[config.mk]
export PLATFORM = sky130hd
export DESIGN_NAME = mem_arbiter
export DESIGN_NICKNAME = d
export VERILOG_FILES = /design/src/rtl/mem_arbiter.sv
export SDC_FILE = /design/constraint.sdc
export NUM_CORES = 1
export LEC_CHECK = 0
export ABC_AREA = 1
export BUFFER_PORTS_ARGS = -buffer_cell sky130_fd_sc_hd__clkbuf_2
export CAP_MARGIN = 10
export CORE_MARGIN = 1
export CORE_UTILIZATION = 30
export CTS_CLUSTER_SIZE = 28
export DETAILED_ROUTE_END_ITERATION = 7
export PLACE_DENSITY_LB_ADDON = 0.3
export SYNTH_ARGS = -nofsm -noshare
export SYNTH_HDL_FRONTEND = slang
export SYNTH_SLANG_ARGS = --single-unit
[constraint.sdc]
create_clock -name clk -period 1.4 [get_ports clk]
set_input_delay 0.14 -clock clk [delete_from_list [all_inputs] [get_ports clk]]
set_output_delay 0.14 -clock clk [all_outputs]
set_load 0.02 [all_outputs]
[src/rtl/mem_arbiter.sv]
`default_nettype none
// ============================================================================
// Module      : mem_arbiter
// Description : Round-robin arbiter that lets two read requesters share one
//               memory port, with at most one transaction outstanding.
// Revision    : 1.0
// ============================================================================
module mem_arbiter #(
    parameter int ADDR_WIDTH = 8,
    parameter int DATA_WIDTH = 32
) (
    input  logic                  clk,
    input  logic                  rst_n,

    input  logic                  m0_req_i,
    input  logic [ADDR_WIDTH-1:0] m0_addr_i,
    output logic                  m0_gnt_o,
    output logic                  m0_rvalid_o,
    output logic [DATA_WIDTH-1:0] m0_rdata_o,

    input  logic                  m1_req_i,
    input  logic [ADDR_WIDTH-1:0] m1_addr_i,
    output logic                  m1_gnt_o,
    output logic                  m1_rvalid_o,
    output logic [DATA_WIDTH-1:0] m1_rdata_o,

    output logic                  mem_req_o,
    output logic [ADDR_WIDTH-1:0] mem_addr_o,
    input  logic                  mem_gnt_i,
    input  logic                  mem_rvalid_i,
    input  logic [DATA_WIDTH-1:0] mem_rdata_i,

    output logic                  owner_o
);

    typedef enum logic [1:0] {
        ST_IDLE = 2'd0,
        ST_REQ  = 2'd1,
        ST_RESP = 2'd2
    } state_t;

    state_t r_state;
    state_t w_state_nxt;
    logic   r_owner;
    logic   w_owner_nxt;
    logic   r_last;
    logic   w_last_nxt;
    logic   w_pick;
    logic   w_gnt;
    logic   w_rvalid;

    // On a tie the requester not served last wins; otherwise the sole requester.
    assign w_pick = (m0_req_i & m1_req_i) ? ~r_last : m1_req_i;

    always_ff @(posedge clk or negedge rst_n) begin
        if (!rst_n) begin
            r_state <= ST_IDLE;
            r_owner <= 1'b0;
            r_last  <= 1'b1;
        end else begin
            r_state <= w_state_nxt;
            r_owner <= w_owner_nxt;
            r_last  <= w_last_nxt;
        end
    end

    always_comb begin
        w_state_nxt = r_state;
        w_owner_nxt = r_owner;
        w_last_nxt  = r_last;
        mem_req_o   = 1'b0;
        w_gnt       = 1'b0;
        w_rvalid    = 1'b0;
        case (r_state)
            ST_IDLE: begin
                if (m0_req_i | m1_req_i) begin
                    w_state_nxt = ST_REQ;
                    w_owner_nxt = w_pick;
                end
            end
            ST_REQ: begin
                mem_req_o = 1'b1;
                w_gnt     = mem_gnt_i;
                if (mem_gnt_i) begin
                    w_state_nxt = ST_RESP;
                end
            end
            ST_RESP: begin
                w_rvalid = mem_rvalid_i;
                if (mem_rvalid_i) begin
                    w_state_nxt = ST_IDLE;
                    w_last_nxt  = r_owner;
                end
            end
            default: begin
                w_state_nxt = ST_IDLE;
            end
        endcase
    end

    assign mem_addr_o  = r_owner ? m1_addr_i : m0_addr_i;

    assign m0_gnt_o    = w_gnt & ~r_owner;
    assign m1_gnt_o    = w_gnt &  r_owner;
    assign m0_rvalid_o = w_rvalid & ~r_owner;
    assign m1_rvalid_o = w_rvalid &  r_owner;

    // Data is broadcast; consumers qualify it with their own rvalid.
    assign m0_rdata_o  = mem_rdata_i;
    assign m1_rdata_o  = mem_rdata_i;

    assign owner_o     = r_owner;

endmodule
`default_nettype wire

==> metrics.md <==
| Metric | Value |
|---|---|
| Reg2reg setup slack | `0.52 ns` |
| ANT cells | `0` |
| Total Routed Length | `1.458 mm` |
| Post-synth top area cell | `buf_4` |
| GR Overflow Total | `0` |
| H-tree depth | `1` |
| Count leader, synth | `buf_4` |
| Core Area | `0.002522 mm²` |
| CP max stage delay | `0.44 ns` |
| Final hold slack | `0.1257 ns` |
| CP delay by family, top | `flip-flops` |
| GP Congestion | `0.6532` |
| Leakage power | `0.3726 nW` |
| Max-capacitance violation count | `0` |
| Area of the multi-input gates | `200.2 µm²` |
| Hold Crit Class | `input port to register` |
| Drt first-iter violations | `5` |
| Post-layout min period | `1.333 ns` |
| Clk_lat worst skew | `0.24 ns` |
| Crit start category | `register` |
| Syn Inst Count | `119` |
| Final worst path period share | `between 90% and 100%` |
| CTS root buf | `clkbuf_4` |
| Critical path class | `register to output port` |
| Antenna violations before repair | `0` |
| Die height | `54.15 µm` |
| Layout cells sized above 1 | `52.13%` |
| Fill count | `303` |
| Capturing element type of the critical path | `output port` |
| Vias in the first global route | `between 400 and 500` |
| WP data required | `1.26 ns` |
| CTS buffer count | `3` |
| Slew Limit Headroom | `83.05%` |
| Clock buffer depth | `2` |
| Clk_skew | `0.003080 ns` |
| Synth top area share | `between 50 and 60%` |
| Dominant synthesized flop cell | `dfrtp_1` |
| IO Pins | `132` |
| Worst slew pin tran | `~0.25 ns` |
| Final #Nets | `approximately 150` |
| FF+latch count, synth | `4` |
| PD cells | `approximately 2000 mW/mm²` |
| Unrepaired setup endpoints after global routing | `false` |
| CTS Sinks | `4` |
| Worst path buffer plus inverter count | `1` |
| Mapped cell area | `around 800 µm²` |
| Outcome | `completed` |
| Vias | `515` |
| CP Max Fanout | `5` |
| Post-DP HPWL | `1.254 mm` |
| Setup TNS | `0 ns` |
| Count of input and output buffers | `35` |
| Synth cell count leaders | `buf_4, nand2_1, inv_1` |
| # DRC | `0` |
| WL per Instance | `11.76 µm` |
| Max Slew Vio Count | `0` |
| CTS tree | `yes` |
| Die X-Extent | `54.15 µm` |
| Routed Antenna Nets | `0` |
| First-pass GRT wire length | `1.821 mm` |
| Crit-path cells | `nor2_4, nand2_4, nor2_2, clkbuf_2` |
| Fin. Hold Viols | `0` |
| Clock-pin slew of the registers on the worst-case setup and hold paths | `0.04 ns` |
| Post-synth EDFFs | `0` |
| Slowest CP cell | `dfrtp_1` |
| Peak supply drop | `around 0.8 mV` |
| Syn_nets | `173` |
| Via density | `4.153` |
| Mean area per synthesized cell | `6.855 µm²` |
| Die area | `0.002932 mm²` |
| Fmax | `~750 MHz` |
| Seq/Total Area, Yosys | `between 10% and 20%` |
| Register area | `102.6 µm²` |
| Setup Viol. Count Final | `0` |
| Synth area leaders | `buf_4, nand2_1, dfrtp_1, dfstp_2, nor2_2` |
| P&R area growth vs syn | `-29.29%` |
| Drt first pass iters | `4` |
| GR Util All Layers | `a little under a tenth` |
| Critical Path AT | `1.19 ns` |
| Largest net degree at the start of global routing | `15` |
| Synth unique cells | `15` |
| Share of flip-flops with an asynchronous set or reset | `100.0%` |
| Core Rows | `18` |
| Synth warn | `0` |
| Initial core utilization | `32.34%` |
layer usage:
metal / part of all wire [%] / global-route usage, % / up-vias
li1: - / - / 242
met2: 54 / 17.68 / 58
met1: 25 / 5.141 / 207
met5: 0 / 0 / -
met3: 19 / 5.367 / 8
met4: 1.4 / 8.974 / 0
timing repair:
item	4_1_cts	5_1_grt
gates resized for setup	1	2
buffers inserted	0	0
pin swaps	0	1
endpoints found under the setup margin	10	8
hold buffers	1	0
hold endpoints to repair	4	0
flip-flops by register name, summed over array words and instances, names as in the netlist:
register and cells:
owner_o 1, r_state 2, r_last 1
report_power, final:
group          internal, mW  leakage [nW]  switching [mW]
clock network         0.108        0.0150          0.0556
logic                 0.240         0.311           0.471
registers             0.183        0.0464           0.101
total                 0.531         0.373           0.628
cells by family (layout without fill, tap and decap cells):
| family | after synthesis | in the layout | synth area share [%] |
|---|---|---|---|
| DFF | 4 | 4 | 12.42 |
| AOI/OAI and AO/OA | 1 | 1 | 1.074 |
| and+or+nand+nor | 43 | 43 | 23.47 |
| buffers and inverters | 71 | 46 | 63.04 |
worst reg2reg max path, stage by stage, from the launching register on:
cell and delay (ns):
dfrtp_1 0.44, nor2_2 0.16, nand2_2 0.07, nand2_1 0.05, nand2_1 0.05
cell type report:
class	count	share of cell area, %
inverter	6	4.338
tap	30	6.508
timing repair buffer	36	32.10
sequential	4	17.79
clock buffer	4	4.555
multi-input combinational	44	34.71
stage by stage:
stage / util (%) / power [mW] / area (µm²) / std cells / worst slack [ns]
floorplan: - / 1.050 / 815.8 / 119 / 0.3033
global placement: 21.28 / 0.9950 / 536.8 / 119 / 0.2133
detailed placement: 21.28 / 0.9991 / 536.8 / 119 / 0.1863
CTS: 22.77 / 1.173 / 574.3 / 124 / 0.03272
global route: 22.87 / 1.279 / 576.8 / 124 / 0.001168
finish: 22.87 / 1.158 / 576.8 / 124 / 0.06717
worst paths after layout:
path,startpoint,to,cells after the start
max in group asynchronous,rst_n,r_last,2
worst max register to register,r_state[1],owner_o,4
worst max-delay path,r_state[1],m0_gnt_o,4
worst min-delay path,mem_rvalid_i,r_state[1],2
min in group asynchronous,rst_n,owner_o,2
worst min register to register,r_last,r_last,2
placed cells by master (no fill, tap or decap), drive strengths merged:
cell	Yosys	layout
inv	6	6
nand2	35	35
buf	65	1
dlygate4sd3	0	1
nand4	1	1
dfstp	1	1
nor2	5	5
clkbuf	0	38
o21ai	1	1
nand3	2	2
dfrtp	3	3
Power figures use the tool's default switching activity.
